File: src/rtl/fifo_pkg.sv
// Shared dual-clock FIFO definitions: default pointer geometry and the Gray/binary conversions
// used identically by the read-side and write-side controllers.
package fifo_pkg;

    localparam int FIFO_ADDR_WIDTH = 3;
    localparam int FIFO_PTR_WIDTH  = FIFO_ADDR_WIDTH + 1;

    // Conversions work on a 32-bit container; callers zero-extend in and truncate out.
    function automatic logic [31:0] bin2gray(input logic [31:0] b);
        return b ^ (b >> 1);
    endfunction

    function automatic logic [31:0] gray2bin(input logic [31:0] g);
        logic [31:0] b;
        b = g;
        for (int i = 1; i < 32; i++) begin
            b = b ^ (g >> i);
        end
        return b;
    endfunction

endpackage

File: src/rtl/gray_ptr_sync.sv
// Multi-flop synchronizer for a Gray-coded pointer crossing into the clock domain of clk.
// No logic ahead of the first flop; every stage clears on the async active-low reset.
module gray_ptr_sync #(
    parameter int WIDTH  = 4,
    parameter int STAGES = 2
) (
    input  logic             clk,
    input  logic             rst_n,
    input  logic [WIDTH-1:0] d,
    output logic [WIDTH-1:0] q
);

    logic [WIDTH-1:0] chain [STAGES];

    always_ff @(posedge clk or negedge rst_n) begin
        if (!rst_n) begin
            for (int i = 0; i < STAGES; i++) begin
                chain[i] <= '0;
            end
        end else begin
            chain[0] <= d;
            for (int i = 1; i < STAGES; i++) begin
                chain[i] <= chain[i-1];
            end
        end
    end

    assign q = chain[STAGES-1];

endmodule

File: src/rtl/read_control_logic.sv
// Read-side pointer/flag controller of the dual-clock FIFO: syncs the write Gray pointer, advances the
// read pointer, and registers empty and fill level. Optional almost-empty flag under READ_ALMOST_EMPTY_EN.
module read_control_logic
    import fifo_pkg::*;
#(
    parameter int ADDR_WIDTH  = FIFO_ADDR_WIDTH,
    parameter int SYNC_STAGES = 2
`ifdef READ_ALMOST_EMPTY_EN
    ,
    parameter int AE_THRESH   = 2
`endif
) (
    input  logic                read_clk,
    input  logic                read_rst_n,
    input  logic                read_enable_in,
    input  logic [ADDR_WIDTH:0] write_addr_gray_async,
    output logic [ADDR_WIDTH:0] read_addr_gray,
    output logic [ADDR_WIDTH:0] read_addr,
    output logic                read_enable_out,
`ifdef READ_ALMOST_EMPTY_EN
    output logic                fifo_almost_empty,
`endif
    output logic                fifo_empty,
    output logic [ADDR_WIDTH:0] fifo_level
);

    localparam int PTR_W = ADDR_WIDTH + 1;

    logic [PTR_W-1:0] wgray_s;
    logic [PTR_W-1:0] wbin_s;
    logic [PTR_W-1:0] rptr_next;
    logic [PTR_W-1:0] rgray_next;
    logic [PTR_W-1:0] level_next;
    logic             empty_next;

    gray_ptr_sync #(
        .WIDTH (PTR_W),
        .STAGES(SYNC_STAGES)
    ) u_wptr_sync (
        .clk  (read_clk),
        .rst_n(read_rst_n),
        .d    (write_addr_gray_async),
        .q    (wgray_s)
    );

    // Empty compares the full pointer incl. wrap bit; level is a modular difference against the
    // (stale, hence pessimistic) synchronized write pointer.
    always_comb begin
        read_enable_out = read_enable_in & ~fifo_empty;
        rptr_next       = read_addr + PTR_W'(read_enable_out);
        rgray_next      = PTR_W'(bin2gray(32'(rptr_next)));
        wbin_s          = PTR_W'(gray2bin(32'(wgray_s)));
        level_next      = wbin_s - rptr_next;
        empty_next      = (rgray_next == wgray_s);
    end

    always_ff @(posedge read_clk or negedge read_rst_n) begin
        if (!read_rst_n) begin
            read_addr      <= '0;
            read_addr_gray <= '0;
            fifo_empty     <= 1'b1;
            fifo_level     <= '0;
        end else begin
            read_addr      <= rptr_next;
            read_addr_gray <= rgray_next;
            fifo_empty     <= empty_next;
            fifo_level     <= level_next;
        end
    end

`ifdef READ_ALMOST_EMPTY_EN
    always_ff @(posedge read_clk or negedge read_rst_n) begin
        if (!read_rst_n) begin
            fifo_almost_empty <= 1'b1;
        end else begin
            fifo_almost_empty <= (level_next <= PTR_W'(AE_THRESH));
        end
    end
`endif

endmodule
File: config.mk
export PLATFORM = sky130hd
export DESIGN_NAME = read_control_logic
export DESIGN_NICKNAME = d
export VERILOG_FILES = /design/src/rtl/fifo_pkg.sv /design/src/rtl/gray_ptr_sync.sv /design/src/rtl/read_control_logic.sv
export SDC_FILE = /design/constraint.sdc
export NUM_CORES = 1
export LEC_CHECK = 0
export BUFFER_PORTS_ARGS = -buffer_cell sky130_fd_sc_hd__buf_2
export CAP_MARGIN = 20
export CORE_MARGIN = 2
export CORE_UTILIZATION = 40
export CTS_CLUSTER_DIAMETER = 30
export DETAILED_ROUTE_END_ITERATION = 12
export GPL_ROUTABILITY_DRIVEN = 0
export PLACE_DENSITY = 0.7
export SYNTH_ARGS = -nofsm -noshare
export SYNTH_HDL_FRONTEND = slang
export SYNTH_SLANG_ARGS = --single-unit
File: constraint.sdc
create_clock -name read_clk -period 2.5 [get_ports read_clk]
set_clock_uncertainty 0.15 [all_clocks]
set_input_delay 0.125 -clock read_clk [delete_from_list [all_inputs] [get_ports read_clk]]
set_output_delay 0.125 -clock read_clk [all_outputs]
set_load 0.1 [all_outputs]
==> impl_metrics.tcl <==
set metrics [dict create \
    pre_cts_ws_ns 0.4045 \
    synth_compound_area_frac 0.02183 \
    regToRegEndpoint "fifo_level[3]" \
    fillers 181 \
    synth.distinct_cells 23 \
    yosys_warnings 0 \
    synth_seq_cells 20 \
    layout_setup_ws_ns 0.3905 \
    final_util 0.5556 \
    status "completed" \
    grt_max_degree 21 \
    fp.dieW_um 50.36 \
    setup_viol 0 \
    tightest_slew_ns 0.4922 \
    cts_buffers 3 \
    whs_ns 0.1288 \
    hold_viol 0 \
    drc 0 \
    path_class "register to register" \
    fp-row-count 16 \
    wl_per_cell_um 10.88 \
    synthAdderAreaFrac 0.07278 \
    min_path_type "primary input to async pin" \
    r2r-start "u_wptr_sync.q[2]" \
    dieHeight_um 50.36 \
    cp.arrival_ns 2.17 \
    cts_resized 0 \
    drt_first_iter_violations 7 \
    grt_remaining_overflow 0 \
    rrSetupSlack_ns 0.39 \
    cts-root-buf "clkbuf_4" \
    grt_pass1_vias 583 \
    area_delta_synth_final_pct 29.40 \
    core_sq_mm 0.002002 \
    cp.required_ns 2.56 \
    period_minus_slack_ns 2.109 \
    drt-pass1-iter-count 4 \
    crit_path_end_kind "register" \
    fin_nets 106 \
    finalMaxSlewViolations 0 \
    grt_use_total 0.1287 \
    syn-num-nets 78 \
    fmax_ghz 0.4741 \
    rsz0062_at_grt "false" \
    holdBufCountCts 5 \
    ant_nets 0 \
    routed_wl_um 1305 \
    port_buffers 20 \
    synth_mux_area_frac 0.02329 \
    die_area_sq_mm 0.002536 \
    vias_per_cell 4.575 \
    clkTransAtPathRegs_ns 0.10 \
    synth_top_family_by_area "XOR/XNOR gates" \
    cts_tree "yes" \
    seqCellArea_sq_um 505.5 \
    drive_above_1_share 0.3333 \
    cts.htree.levels 1 \
    multiInputGateArea_sq_um 377.9 \
    yosysSeqAreaShare 0.5837 \
    final.period_utilization 0.8438 \
    diodes 0 \
    netlist_instances 66 \
    cts.sink_count 20 \
    cts_buffer_depth 2 \
    antenna_found_initial 0 \
    rr_worst_depth 9 \
    ios 21 \
    max_cap_violations 0 \
    clock_latency_ns 0.29 \
    cts_setup_buffers 0 \
    syn_area_sq_um 859.6 \
    avgSynthCellArea_sq_um 13.02 \
    synth-simple-area-share 0.08588 \
    num_vias 549 \
    grt_first_pass_wirelength_um 2401 \
    cp_max_fo 4 \
    synth-xor-area-share 0.1820 \
    critPathLaunchType "register" \
    max-slew-margin-rel 0.6742 \
    start_util 0.4294 \
]
cell usage in the layout, fill, tap and decap left out, types with 2 or more instances in the layout:
master / n
dlygate4sd3_1: 5
nor2_1: 2
mux2i_1: 2
dfrtp_1: 19
nand2b_1: 2
nand2_1: 2
clkbuf_4: 3
inv_1: 3
xor2_1: 10
ha_1: 2
nand3_1: 2
xnor2_1: 6
buf_2: 20
ha_4: 2
cell usage after synthesis:
cell | n | area, sq um
dfstp_2 | 1 | 26.28
inv_1 | 3 | 11.26
nand2_1 | 2 | 7.510
a22oi_1 | 1 | 7.510
buf_1 | 1 | 3.750
a31oi_1 | 1 | 6.260
xnor2_1 | 6 | 52.55
ha_1 | 5 | 62.56
nor2b_1 | 1 | 6.260
nor2_1 | 2 | 7.510
nor3b_2 | 1 | 12.51
mux2i_1 | 2 | 20.02
clkbuf_1 | 1 | 3.750
xor2_2 | 1 | 16.27
dfrtp_1 | 19 | 475.5
xor2_1 | 10 | 87.58
buf_4 | 1 | 7.510
nor4_1 | 1 | 6.260
nand3_1 | 2 | 10.01
nor3_1 | 1 | 5.000
and3_1 | 1 | 6.260
o21ai_0 | 1 | 5.000
nand2b_1 | 2 | 12.51
area by class of cell:
class | instances | area share
multi-input combinational | 40 | 0.3397
sequential | 20 | 0.4544
timing repair buffer | 26 | 0.1417
tap | 27 | 0.03037
clock buffer | 4 | 0.02362
inverter | 3 | 0.01012
registers in the layout (all words and copies together), names as in the netlist:
register           count
u_wptr_sync.chain      4
read_addr_gray         3
read_addr              4
u_wptr_sync.q          4
fifo_level             4
fifo_empty             1
metrics by stage:
step / TNS [ns] / cells / area, sq um
detailed placement: 0 / 111 / 1036
global route: 0 / 120 / 1112
CTS: 0 / 120 / 1112
global placement: 0 / 111 / 1036
floorplan: -0.1131 / 66 / 919.6
finish: 0 / 120 / 1112
metal layers:
metal / track usage / part of all wire / vias up
met5: 0 / 0 / -
met1: 0.1618 / 0.44 / 262
li1: - / - / 265
met3: 0.02083 / 0.055 / 2
met4: 0.08108 / 0.011 / 0
met2: 0.2061 / 0.50 / 20
kinds of logic (layout without fill, tap and decap cells):
logic type,after synthesis,in the layout
buffers and inverters,6,33
AND/OR/NAND/NOR,13,13
multiplexers,2,2
AO/OA/AOI/OAI,3,3
flip-flops,20,20
adder cells (fa/ha/maj),5,5
XOR/XNOR,17,17
worst max path at each step:
stage	end	depth (start not counted)	from
floorplan	fifo_level[2]	8	fifo_empty
global placement	fifo_empty	8	fifo_empty
detailed placement	fifo_level[3]	9	u_wptr_sync.q[2]
CTS	fifo_level[3]	9	u_wptr_sync.q[2]
global route	fifo_level[3]	9	u_wptr_sync.q[2]
finish	fifo_level[3]	9	u_wptr_sync.q[2]
critical path: stages, from the launching register on:
cell and delay, ns:
dfrtp_1 0.41, xor2_1 0.19, xnor2_1 0.30, xor2_1 0.12, ha_1 0.26, nand2b_1 0.15, a22oi_1 0.13, o21ai_0 0.10
nand3_1 0.10, xnor2_1 0.12
Power is left out: the tool's default activity adds up to more than one toggle a clock period on the data nets, which glitch-free logic cannot reach.
